--- src/rtl/disp_buf_writer_pkg.sv ---
// disp_buf_writer_pkg
//   Shared definitions for the display-buffer writer: time-capture FSM state
//   encoding, default geometry/scaling constants, bus widths and the bar-height
//   saturation helper used by the frequency path.
package disp_buf_writer_pkg;

  // Time-capture FSM states
  typedef enum logic [1:0] {
    S_ARM       = 2'd0,
    S_WAIT_TRIG = 2'd1,
    S_CAPTURE   = 2'd2,
    S_HOLDOFF   = 2'd3
  } timeState_e;

  localparam int TIME_DEPTH_DEF   = 32'd640;
  localparam int NUM_BINS_DEF     = 32'd80;
  localparam int TRIG_HYST_DEF    = 32'd8;
  localparam int TRIG_TIMEOUT_DEF = 32'd4800;
  localparam int HOLDOFF_DEF      = 32'd2400;
  localparam int MAG_SHIFT_DEF    = 32'd6;
  localparam int FREQ_MAX_DEF     = 32'd230;

  localparam int ADDR_W = 32'd10;
  localparam int CNT_W  = 32'd13;
  localparam int SMPL_W = 32'd8;
  localparam int MAG_W  = 32'd16;

  // Clamp an already-scaled magnitude to the bar-height ceiling
  function automatic logic [7:0] satHeight(input logic [15:0] scaled,
                                           input logic [15:0] ceiling);
    logic [7:0] h;
    if (scaled > ceiling) begin
      h = ceiling[7:0];
    end else begin
      h = scaled[7:0];
    end
    return h;
  endfunction

endpackage

--- src/rtl/disp_buf_writer_if.sv ---
// disp_buf_writer_if
//   Bundles the sample stream, FFT beat stream, freeze control and both RAM
//   port-A write buses of the display-buffer writer.
//   master : the writer (consumes samples/beats, drives RAM ports + frameDone)
//   slave  : the environment (sample source, FFT, Picoblaze, RAMs)
interface disp_buf_writer_if;
  import disp_buf_writer_pkg::*;

  logic                smplStrobe;
  logic [SMPL_W-1:0]   smplData;
  logic                freeze;
  logic                fftValid;
  logic [ADDR_W-1:0]   fftIndex;
  logic [MAG_W-1:0]    fftMag;

  logic                enaTime;
  logic                weaTime;
  logic [ADDR_W-1:0]   addraTime;
  logic [SMPL_W-1:0]   dinaTime;
  logic                weaFreq;
  logic [ADDR_W-1:0]   addraFreq;
  logic [7:0]          dinaFreq;
  logic                frameDone;

  modport master (
    input  smplStrobe, smplData, freeze, fftValid, fftIndex, fftMag,
    output enaTime, weaTime, addraTime, dinaTime,
           weaFreq, addraFreq, dinaFreq, frameDone
  );

  modport slave (
    output smplStrobe, smplData, freeze, fftValid, fftIndex, fftMag,
    input  enaTime, weaTime, addraTime, dinaTime,
           weaFreq, addraFreq, dinaFreq, frameDone
  );

endinterface

--- src/rtl/disp_buf_writer_mag_scale_sat.sv ---
// mag_scale_sat
//   Combinational FFT magnitude scaler: right-shifts the magnitude and clamps
//   it to the bar-height ceiling. The parent registers the result.
//   mag    in  16  unsigned bin magnitude
//   height out  8  scaled, saturated bar height
module mag_scale_sat
  import disp_buf_writer_pkg::*;
#(
  parameter int MAG_SHIFT = MAG_SHIFT_DEF,
  parameter int FREQ_MAX  = FREQ_MAX_DEF
) (
  input  logic [MAG_W-1:0] mag,
  output logic [7:0]       height
);

  // Shift then saturate to the display ceiling
  always_comb begin
    height = satHeight(mag >> MAG_SHIFT, 16'(FREQ_MAX));
  end

endmodule

--- src/rtl/disp_buf_writer.sv ---
// disp_buf_writer
//   Write-side producer for the VGA time and frequency display RAMs (port A).
//   Time path: triggered capture of TIME_DEPTH signed samples with hysteresis
//   arming, auto-trigger timeout and post-frame holdoff.
//   Freq path: one-cycle pipeline scaling/saturating FFT magnitudes into bars.
//   ck100MHz  in  system clock
//   reset     in  synchronous active-high reset
//   bus       master modport: sample/FFT inputs, freeze, RAM write ports,
//             frameDone pulse. All outputs registered.
module disp_buf_writer
  import disp_buf_writer_pkg::*;
#(
  parameter int TIME_DEPTH   = TIME_DEPTH_DEF,
  parameter int NUM_BINS     = NUM_BINS_DEF,
  parameter int TRIG_HYST    = TRIG_HYST_DEF,
  parameter int TRIG_TIMEOUT = TRIG_TIMEOUT_DEF,
  parameter int HOLDOFF      = HOLDOFF_DEF,
  parameter int MAG_SHIFT    = MAG_SHIFT_DEF,
  parameter int FREQ_MAX     = FREQ_MAX_DEF
) (
  input  logic                ck100MHz,
  input  logic                reset,
  disp_buf_writer_if.master   bus
);

  localparam logic signed [SMPL_W-1:0] HYST_POS = SMPL_W'(TRIG_HYST);
  localparam logic signed [SMPL_W-1:0] HYST_NEG = SMPL_W'(-TRIG_HYST);

  timeState_e           state_r;
  timeState_e           stateNext_s;
  logic [CNT_W-1:0]     cnt_r;
  logic [CNT_W-1:0]     cntNext_s;

  logic signed [SMPL_W-1:0] sample_s;
  logic                 armHit_s;
  logic                 trigHit_s;
  logic                 timeoutHit_s;
  logic                 holdDone_s;
  logic                 lastAddr_s;

  logic                 wrTime_s;
  logic [ADDR_W-1:0]    wrAddr_s;
  logic                 frameLast_s;

  logic                 freqHit_s;
  logic [7:0]           height_s;

  logic                 enaTime_r;
  logic                 weaTime_r;
  logic [ADDR_W-1:0]    addr_r;
  logic [SMPL_W-1:0]    dinaTime_r;
  logic                 frameDone_r;
  logic                 weaFreq_r;
  logic [ADDR_W-1:0]    addraFreq_r;
  logic [7:0]           dinaFreq_r;

  assign sample_s     = $signed(bus.smplData);
  assign armHit_s     = !bus.freeze && (sample_s < HYST_NEG);
  assign trigHit_s    = sample_s >= HYST_POS;
  // One counter serves both the trigger timeout and the holdoff interval
  assign timeoutHit_s = cnt_r == CNT_W'(TRIG_TIMEOUT - 1);
  assign holdDone_s   = cnt_r == CNT_W'(HOLDOFF - 1);
  // The strobe that sees this writes the final address of the frame
  assign lastAddr_s   = addr_r == ADDR_W'(TIME_DEPTH - 2);
  assign freqHit_s    = bus.fftValid && (bus.fftIndex < ADDR_W'(NUM_BINS));

  mag_scale_sat #(
    .MAG_SHIFT (MAG_SHIFT),
    .FREQ_MAX  (FREQ_MAX)
  ) uScale (
    .mag    (bus.fftMag),
    .height (height_s)
  );

  // FSM state and shared timeout/holdoff counter register
  always_ff @(posedge ck100MHz) begin
    if (reset) begin
      state_r <= S_ARM;
      cnt_r   <= {CNT_W{1'b0}};
    end else begin
      state_r <= stateNext_s;
      cnt_r   <= cntNext_s;
    end
  end

  // Next-state decode, evaluated only on sample strobes
  always_comb begin
    stateNext_s = state_r;
    if (bus.smplStrobe) begin
      case (state_r)
        S_ARM: begin
          if (armHit_s) stateNext_s = S_WAIT_TRIG;
          else          stateNext_s = S_ARM;
        end
        S_WAIT_TRIG: begin
          if (trigHit_s || timeoutHit_s) stateNext_s = S_CAPTURE;
          else                           stateNext_s = S_WAIT_TRIG;
        end
        S_CAPTURE: begin
          if (lastAddr_s) stateNext_s = S_HOLDOFF;
          else            stateNext_s = S_CAPTURE;
        end
        S_HOLDOFF: begin
          if (holdDone_s) stateNext_s = S_ARM;
          else            stateNext_s = S_HOLDOFF;
        end
        default: stateNext_s = S_ARM;
      endcase
    end else begin
      stateNext_s = state_r;
    end
  end

  // Write request, address, frame-end flag and counter update per strobe
  always_comb begin
    wrTime_s    = 1'b0;
    wrAddr_s    = addr_r;
    frameLast_s = 1'b0;
    cntNext_s   = cnt_r;
    if (bus.smplStrobe) begin
      case (state_r)
        S_ARM: begin
          // Held at zero so WAIT_TRIG always starts a fresh timeout
          cntNext_s = {CNT_W{1'b0}};
        end
        S_WAIT_TRIG: begin
          if (trigHit_s || timeoutHit_s) begin
            wrTime_s  = 1'b1;
            wrAddr_s  = {ADDR_W{1'b0}};
            cntNext_s = {CNT_W{1'b0}};
          end else begin
            cntNext_s = cnt_r + CNT_W'(1);
          end
        end
        S_CAPTURE: begin
          wrTime_s    = 1'b1;
          wrAddr_s    = addr_r + ADDR_W'(1);
          frameLast_s = lastAddr_s;
          cntNext_s   = {CNT_W{1'b0}};
        end
        S_HOLDOFF: begin
          if (holdDone_s) cntNext_s = {CNT_W{1'b0}};
          else            cntNext_s = cnt_r + CNT_W'(1);
        end
        default: cntNext_s = {CNT_W{1'b0}};
      endcase
    end else begin
      cntNext_s = cnt_r;
    end
  end

  // Time RAM port-A output registers; address and data hold between writes
  always_ff @(posedge ck100MHz) begin
    if (reset) begin
      enaTime_r   <= 1'b0;
      weaTime_r   <= 1'b0;
      addr_r      <= {ADDR_W{1'b0}};
      dinaTime_r  <= {SMPL_W{1'b0}};
      frameDone_r <= 1'b0;
    end else begin
      enaTime_r   <= wrTime_s;
      weaTime_r   <= wrTime_s;
      frameDone_r <= frameLast_s;
      addr_r      <= wrAddr_s;
      if (wrTime_s) begin
        dinaTime_r <= bus.smplData;
      end
    end
  end

  // Frequency RAM port-A output registers (one-cycle pipeline)
  always_ff @(posedge ck100MHz) begin
    if (reset) begin
      weaFreq_r   <= 1'b0;
      addraFreq_r <= {ADDR_W{1'b0}};
      dinaFreq_r  <= 8'd0;
    end else begin
      weaFreq_r <= freqHit_s;
      if (freqHit_s) begin
        addraFreq_r <= bus.fftIndex;
        dinaFreq_r  <= height_s;
      end
    end
  end

  assign bus.enaTime   = enaTime_r;
  assign bus.weaTime   = weaTime_r;
  assign bus.addraTime = addr_r;
  assign bus.dinaTime  = dinaTime_r;
  assign bus.frameDone = frameDone_r;
  assign bus.weaFreq   = weaFreq_r;
  assign bus.addraFreq = addraFreq_r;
  assign bus.dinaFreq  = dinaFreq_r;

endmodule

--- src/flat_wrapper.sv ---
// flat-port wrapper written by rule: the top's interface ports become plain ports
module disp_buf_writer_flat import disp_buf_writer_pkg::*;
#(
  parameter int TIME_DEPTH   = TIME_DEPTH_DEF,
  parameter int NUM_BINS     = NUM_BINS_DEF,
  parameter int TRIG_HYST    = TRIG_HYST_DEF,
  parameter int TRIG_TIMEOUT = TRIG_TIMEOUT_DEF,
  parameter int HOLDOFF      = HOLDOFF_DEF,
  parameter int MAG_SHIFT    = MAG_SHIFT_DEF,
  parameter int FREQ_MAX     = FREQ_MAX_DEF
)
  (ck100MHz, reset, bus_smplStrobe, bus_smplData, bus_freeze, bus_fftValid, bus_fftIndex, bus_fftMag, bus_enaTime, bus_weaTime, bus_addraTime, bus_dinaTime, bus_weaFreq, bus_addraFreq, bus_dinaFreq, bus_frameDone);
  disp_buf_writer_if bus_i ();
  input  logic ck100MHz;
  input  logic reset;
  input wire logic [$bits(bus_i.smplStrobe)-1:0] bus_smplStrobe;
  input wire logic [$bits(bus_i.smplData)-1:0] bus_smplData;
  input wire logic [$bits(bus_i.freeze)-1:0] bus_freeze;
  input wire logic [$bits(bus_i.fftValid)-1:0] bus_fftValid;
  input wire logic [$bits(bus_i.fftIndex)-1:0] bus_fftIndex;
  input wire logic [$bits(bus_i.fftMag)-1:0] bus_fftMag;
  output wire logic [$bits(bus_i.enaTime)-1:0] bus_enaTime;
  output wire logic [$bits(bus_i.weaTime)-1:0] bus_weaTime;
  output wire logic [$bits(bus_i.addraTime)-1:0] bus_addraTime;
  output wire logic [$bits(bus_i.dinaTime)-1:0] bus_dinaTime;
  output wire logic [$bits(bus_i.weaFreq)-1:0] bus_weaFreq;
  output wire logic [$bits(bus_i.addraFreq)-1:0] bus_addraFreq;
  output wire logic [$bits(bus_i.dinaFreq)-1:0] bus_dinaFreq;
  output wire logic [$bits(bus_i.frameDone)-1:0] bus_frameDone;
  assign bus_i.smplStrobe = bus_smplStrobe;
  assign bus_i.smplData = bus_smplData;
  assign bus_i.freeze = bus_freeze;
  assign bus_i.fftValid = bus_fftValid;
  assign bus_i.fftIndex = bus_fftIndex;
  assign bus_i.fftMag = bus_fftMag;
  assign bus_enaTime = bus_i.enaTime;
  assign bus_weaTime = bus_i.weaTime;
  assign bus_addraTime = bus_i.addraTime;
  assign bus_dinaTime = bus_i.dinaTime;
  assign bus_weaFreq = bus_i.weaFreq;
  assign bus_addraFreq = bus_i.addraFreq;
  assign bus_dinaFreq = bus_i.dinaFreq;
  assign bus_frameDone = bus_i.frameDone;
  disp_buf_writer #(.TIME_DEPTH(TIME_DEPTH), .NUM_BINS(NUM_BINS), .TRIG_HYST(TRIG_HYST), .TRIG_TIMEOUT(TRIG_TIMEOUT), .HOLDOFF(HOLDOFF), .MAG_SHIFT(MAG_SHIFT), .FREQ_MAX(FREQ_MAX)) u_core (.ck100MHz(ck100MHz), .reset(reset), .bus(bus_i));
endmodule
--- config.mk ---
export PLATFORM = sky130hd
export DESIGN_NAME = disp_buf_writer_flat
export DESIGN_NICKNAME = d
export VERILOG_FILES = /design/src/rtl/disp_buf_writer_pkg.sv /design/src/rtl/disp_buf_writer_if.sv /design/src/rtl/disp_buf_writer_mag_scale_sat.sv /design/src/rtl/disp_buf_writer.sv /design/src/flat_wrapper.sv
export SDC_FILE = /design/constraint.sdc
export NUM_CORES = 1
export LEC_CHECK = 0
export CAP_MARGIN = 25
export CORE_MARGIN = 3
export CORE_UTILIZATION = 41
export CTS_CLUSTER_SIZE = 16
export DETAILED_ROUTE_END_ITERATION = 10
export GPL_ROUTABILITY_DRIVEN = 0
export PLACE_DENSITY = 0.75
export SLEW_MARGIN = 15
export SYNTH_ARGS = -nofsm -noshare
export SYNTH_HDL_FRONTEND = slang
export SYNTH_SLANG_ARGS = --single-unit
--- constraint.sdc ---
create_clock -name ck100MHz -period 1.97 [get_ports ck100MHz]
set_input_delay 0.2955 -clock ck100MHz [delete_from_list [all_inputs] [get_ports ck100MHz]]
set_output_delay 0.2955 -clock ck100MHz [all_outputs]
set_load 0.1 [all_outputs]
# Word-level counts from Yosys, hierarchy flattened
# Cells that the tools add are included.
# Widths: inputs -> output; s select.
dict set report totals {
  ff_bits 54
  latch_bits 0
  mem_bits_rw 0
  romBits 0
  inputBits 39
  wordCells 47
  memories 0
}
dict set report classes {
  add_sub_neg 2
  n_mul 0
  n_div 0
  order_cmp 4
  eq_ne 7
  shifts 0
  muxes 14
  n_bitwise 2
  n_reduce_logical 9
}
# operator count
set ops {}
lappend ops {{$pmux 13 s3} 1}
lappend ops {{$mux 13} 2}
lappend ops {{$pmux 10 s2} 1}
lappend ops {{$add 13x1->13 const B} 1}
lappend ops {{$eq 13x12->1 const B} 1}
lappend ops {{$eq 13x13->1 const B} 1}
lappend ops {{$add 10x1->10 const B} 1}
lappend ops {{$eq 10x10->1 const B} 1}
lappend ops {{$gt 10x8->1 const B} 1}
lappend ops {{$lt 10x7->1 const B} 1}
lappend ops {{$mux 10} 1}
lappend ops {{$ge 8x5->1 const B} 1}
lappend ops {{$lt 8x4->1 const B} 1}
lappend ops {{$mux 8} 1}
lappend ops {{$pmux 2 s4} 1}
lappend ops {{$eq 2x2->1 const B} 2}
lappend ops {{$mux 1} 4}
lappend ops {{$mux 2} 2}
lappend ops {{$reduce_and 3->1} 1}
lappend ops {{$reduce_or 3->1} 1}
lappend ops {{$eq 2x1->1 const B} 1}
lappend ops {{$logic_and 1x1->1} 2}
lappend ops {{$logic_not 2->1} 1}
lappend ops {{$ne 2x1->1 const B} 1}
lappend ops {{6 further kinds} 7}

# Depth between registers and ports, before layout
dict set report depth {
  ltp_word 5
  depth_mapped 8
  ltp_nobuf 7
}

# Modules after synthesis
# From an unflattened synthesis, not the netlist that was laid out.
dict set report unflattened {
  hier_cells 284
  area_unflattened_um2 2578.7
}
# module n_inst cells_each area_each_um2 seq_area_each_um2
set modules_own_cells {}
lappend modules_own_cells {disp_buf_writer 1 269 2467.4 1081.0}
lappend modules_own_cells {mag_scale_sat 1 15 111.4 0.0}

# Worst setup path after synthesis
# OpenSTA, ideal clock, no wires.
dict set report synth_timing {
  path_kind {flip-flop to flip-flop}
  from {register u_core.addr_r[2] (netlist: u_core.bus.addraTime[2])}
  to {register u_core.addr_r[7] (netlist: u_core.bus.addraTime[7])}
  arrival_time_ns 2.042
  required_time_ns 1.896
  setup_slack_ns -0.146
  path_stages_with_launch 5
  path_buffers 0
  path_cell_list {dfxtp_1 and4_1 nand4_1 or4_1 a31oi_1}
}
dict set report synth_between {
  elab_chain_len 2
}
# item line
set synth_rtl {}
lappend synth_rtl {{from (decl)} disp_buf_writer.sv:50} ;# logic [ADDR_W-1:0] addr_r;
lappend synth_rtl {{from (signal assigned)} disp_buf_writer.sv:157} ;# addr_r <= {ADDR_W{1'b0}};
lappend synth_rtl {{from (signal assigned)} disp_buf_writer.sv:164} ;# addr_r <= wrAddr_s;
lappend synth_rtl {{$add 10x1->10} disp_buf_writer.sv:137} ;# wrAddr_s = addr_r + ADDR_W'(1);
lappend synth_rtl {{$pmux 10 s2} disp_buf_writer.sv:121} ;# case (state_r)
# Every way passes these cells.
# A chain may end at the register's enable or synchronous reset.

# Worst setup path in the final report
dict set report layout_timing {
  from {register u_core.cnt_r[8]}
  to {register u_core.addr_r[7] (netlist: u_core.bus.addraTime[7])}
}
dict set report layout_between {
  elab_chain_len 4
}
# item line
set layout_rtl {}
lappend layout_rtl {{from (decl)} disp_buf_writer.sv:31} ;# logic [CNT_W-1:0] cnt_r;
lappend layout_rtl {{from (signal assigned)} disp_buf_writer.sv:79} ;# cnt_r <= {CNT_W{1'b0}};
lappend layout_rtl {{from (signal assigned)} disp_buf_writer.sv:82} ;# cnt_r <= cntNext_s;
lappend layout_rtl {{$eq 13x13->1} disp_buf_writer.sv:61} ;# assign timeoutHit_s = cnt_r == CNT_W'(TRIG_TIMEOUT - 1);
lappend layout_rtl {{$logic_or 1x1->1} disp_buf_writer.sv:127} ;# if (trigHit_s || timeoutHit_s) begin
lappend layout_rtl {{$ne 2x1->1 (no source line)} --}
lappend layout_rtl {{$reduce_and 3->1 (no source line)} --}
# Every way passes these cells.

==> results.txt <==
wirelength, routed: 5.96 mm
share of the yosys chip area belonging to registers: 0.442
normalized max-slew margin: 0.731
Area contributors post-synth: sky130_fd_sc_hd__dfxtp_1, sky130_fd_sc_hd__nor2_1, sky130_fd_sc_hd__nand2_1
worst slew pin tran: 0.401 ns
asr flop ratio synth: 0
Synth Cell Area: 0.00245 sq mm
clock latency on the worst-skew pair: 0.31 ns
synthesized netlist net count: 330
clock period minus worst slack: 1.97 ns
violated checks: negative setup slack
vias in the first global route: 2064
num rows: 27
Post-synth EDFFs: 0
clk buf depth: 2
data arrival time at the worst-slack endpoint: 2.21 ns
number of standard cells after synthesis: 283
flip-flop and latch count after synthesis: 54
Non-Filler Instances: 464
highest ir drop seen on vdd: 0.494 mV
setup slack after layout: -0.000594 ns
deepest level of the CTS H-tree: 2
final max-slew violation count: 0
Worst Setup Slack post-DPL: -0.0707 ns
Synth warnings: 0
number of buffers created by CTS: 5
layout cells sized above 1: 0.263
antenna violation net count after detailed routing: 0
number of detailed-routing iterations run before antenna repair: 4
starting utilization of the core area: 0.434
number of placed I/O pins: 79
WP data required: 2.21 ns
average routed wire per standard cell: 12.8 um
Clock Tree Root: sky130_fd_sc_hd__clkbuf_8
vertical extent of the die: 83.2 um
die outline width: 83.2 um
most common cell after layout, fill and taps aside: sky130_fd_sc_hd__buf_4
count of endpoints failing hold in the final timing report: 0
via count: 2332
power per cell area: 583 mW/mm^2
Avg Cell Area, Syn: 8.64 sq um
Fmax: 0.507 GHz
unrepaired setup endpoints after global routing: true
Std-Cell Core Area: 0.00564 sq mm
global-route total usage across every layer: 0.162
final period utilization: 1.00
CP startpoint kind: flip-flop
CTS Hold Buffers Added: 0
critical path type: flip-flop to flip-flop
clock skew after layout: 0.0100 ns
status: finished with violations
first-iteration detailed-routing DRC count: 82
drt drc: 0
area fraction of the dominant cell type after synthesis: 0.442
number of max-cap violations: 0
number of antenna violations at the first check in global routing: 0
critical-path maximum fanout: 7
drt via density: 5.03
Clock transition at path regs: 0.10 ns
# setup viols final: 1
cell taking the most area after synthesis: sky130_fd_sc_hd__dfxtp_1
Distinct cells, synth: 46
DP Wirelength: 4.44 mm
synth-to-layout area growth: 46.3%
final-stage net count: 438
wire length of the first global-routing pass: 9.54 mm
antenna cell count: 0
leakage power: 1.47 nW
number of instances in the placed design: 452
Port Buffer Count: 72
min-delay worst type: flip-flop to flip-flop
maximum number of pins on one net before global-route repair: 24
sink count of the clock tree: 54
endpoint type of the worst setup path: flip-flop
fillers: 501
clock tree from TritonCTS: built
area of the die: 0.00693 sq mm
most frequent cells in the layout: sky130_fd_sc_hd__buf_4, sky130_fd_sc_hd__dfxtp_1, sky130_fd_sc_hd__nor2_1
dominant synthesized flop cell: sky130_fd_sc_hd__dfxtp_1
Overflow after GRT: 0
power breakdown:
group | switching, mW | internal [mW]
Sequential | 0.00575 | 1.10
Clock | 0.373 | 0.378
Combinational | 0.121 | 0.109
synthesized netlist by cell type, types with 2 or more instances:
library cell and number:
sky130_fd_sc_hd__a211oi_1 2, sky130_fd_sc_hd__a21oi_1 18, sky130_fd_sc_hd__a31oi_1 2, sky130_fd_sc_hd__a41oi_1 2, sky130_fd_sc_hd__and2_1 2, sky130_fd_sc_hd__and3_1 8
sky130_fd_sc_hd__and4_1 2, sky130_fd_sc_hd__buf_1 3, sky130_fd_sc_hd__buf_2 2, sky130_fd_sc_hd__clkbuf_1 6, sky130_fd_sc_hd__dfxtp_1 54, sky130_fd_sc_hd__ha_1 8
sky130_fd_sc_hd__inv_1 11, sky130_fd_sc_hd__mux2i_1 9, sky130_fd_sc_hd__nand2_1 27, sky130_fd_sc_hd__nand3_1 14, sky130_fd_sc_hd__nand4_1 2, sky130_fd_sc_hd__nand4b_1 2
sky130_fd_sc_hd__nor2_1 41, sky130_fd_sc_hd__nor2b_1 2, sky130_fd_sc_hd__nor3_1 6, sky130_fd_sc_hd__nor3b_1 5, sky130_fd_sc_hd__nor4_1 6, sky130_fd_sc_hd__o2111ai_1 2
sky130_fd_sc_hd__o211ai_1 2, sky130_fd_sc_hd__o21ai_0 8, sky130_fd_sc_hd__o311ai_0 2, sky130_fd_sc_hd__or4_1 3, sky130_fd_sc_hd__xnor2_1 6, sky130_fd_sc_hd__xor2_1 10
worst max-delay path: stages (launching register included):
cell and delay (ns):
sky130_fd_sc_hd__dfxtp_2 0.33, sky130_fd_sc_hd__or4b_4 0.54, sky130_fd_sc_hd__nor4_4 0.16, sky130_fd_sc_hd__buf_6 0.17, sky130_fd_sc_hd__o21ai_4 0.08, sky130_fd_sc_hd__or4_1 0.48, sky130_fd_sc_hd__a31oi_1 0.13
area by class of cell:
cell class	instances	area [sq um]	share of cell area
clock buffers	5	68.8	0.0192
clock inverters	3	45.0	0.0126
inverters	12	45.0	0.0126
multi-input cells	205	1290	0.362
flip-flops and latches	54	1090	0.305
well taps	72	90.1	0.0252
repair buffers	113	943	0.264
cell families (layout without fill, tap and decap cells):
family / count (synthesis) / count (layout) / share of synthesized area
buffers and inverters: 24 / 133 / 0.0394
AO/OA/AOI/OAI: 47 / 47 / 0.124
adder cells (fa/ha/maj): 8 / 8 / 0.0409
multiplexers: 9 / 9 / 0.0368
AND/OR/NAND/NOR: 125 / 125 / 0.260
flip-flops: 54 / 54 / 0.442
XOR/XNOR: 16 / 16 / 0.0573
layer usage:
| metal | GRT usage | vias up | wire [um] |
|---|---|---|---|
| met2 | 0.267 | 43 | 2870 |
| met5 | 0 | - | 0 |
| met3 | 0.0357 | 7 | 269 |
| met4 | 0.0446 | 0 | 70 |
| met1 | 0.213 | 1070 | 2750 |
| li1 | - | 1212 | - |
timing repair:
action | in CTS | in global routing
buffers inserted | 0 | 3
endpoints found under the setup margin | 7 | 15
resized for setup | 3 | 9
pin swaps | 1 | 3
cloned | 0 | 1
state kept, by name, summed over array words and instances (netlist names):
register	flops
u_core.bus.enaTime	1
u_core.bus.dinaTime	8
u_core.bus.weaFreq	1
u_core.state_r	2
u_core.bus.frameDone	1
u_core.bus.addraFreq	10
u_core.bus.dinaFreq	8
u_core.cnt_r	13
u_core.bus.addraTime	10
path summary, 6_finish.rpt:
path / start / to / slack [ns] / cells after the start
worst max register to register: u_core.cnt_r[8]$_SDFFE_PP0P_ / u_core.bus.addraTime[7]$_SDFFE_PP0P_ / -0.0006 / 6
worst min register to register: u_core.bus.dinaFreq[3]$_SDFFE_PP0P_ / u_core.bus.dinaFreq[3]$_SDFFE_PP0P_ / 0.46 / 2
worst min-delay path: u_core.bus.dinaFreq[3]$_SDFFE_PP0P_ / u_core.bus.dinaFreq[3]$_SDFFE_PP0P_ / 0.46 / 2
worst max-delay path: u_core.cnt_r[8]$_SDFFE_PP0P_ / u_core.bus.addraTime[7]$_SDFFE_PP0P_ / -0.0006 / 6
stage by stage:
step	power (mW)	hold slack, ns	cell area [sq um]	utilization	TNS, ns
after floorplan	1.23	0.432	2460	-	0
after global placement	1.35	0.441	3390	0.601	-0.891
after detailed placement	1.35	0.445	3390	0.601	-1.26
after CTS	2.09	0.459	3520	0.624	-0.0120
after global routing	2.16	0.470	3580	0.634	-0.115
final	2.09	0.457	3580	0.634	-0.000594
No activity file was read; power rests on OpenSTA's default activity.
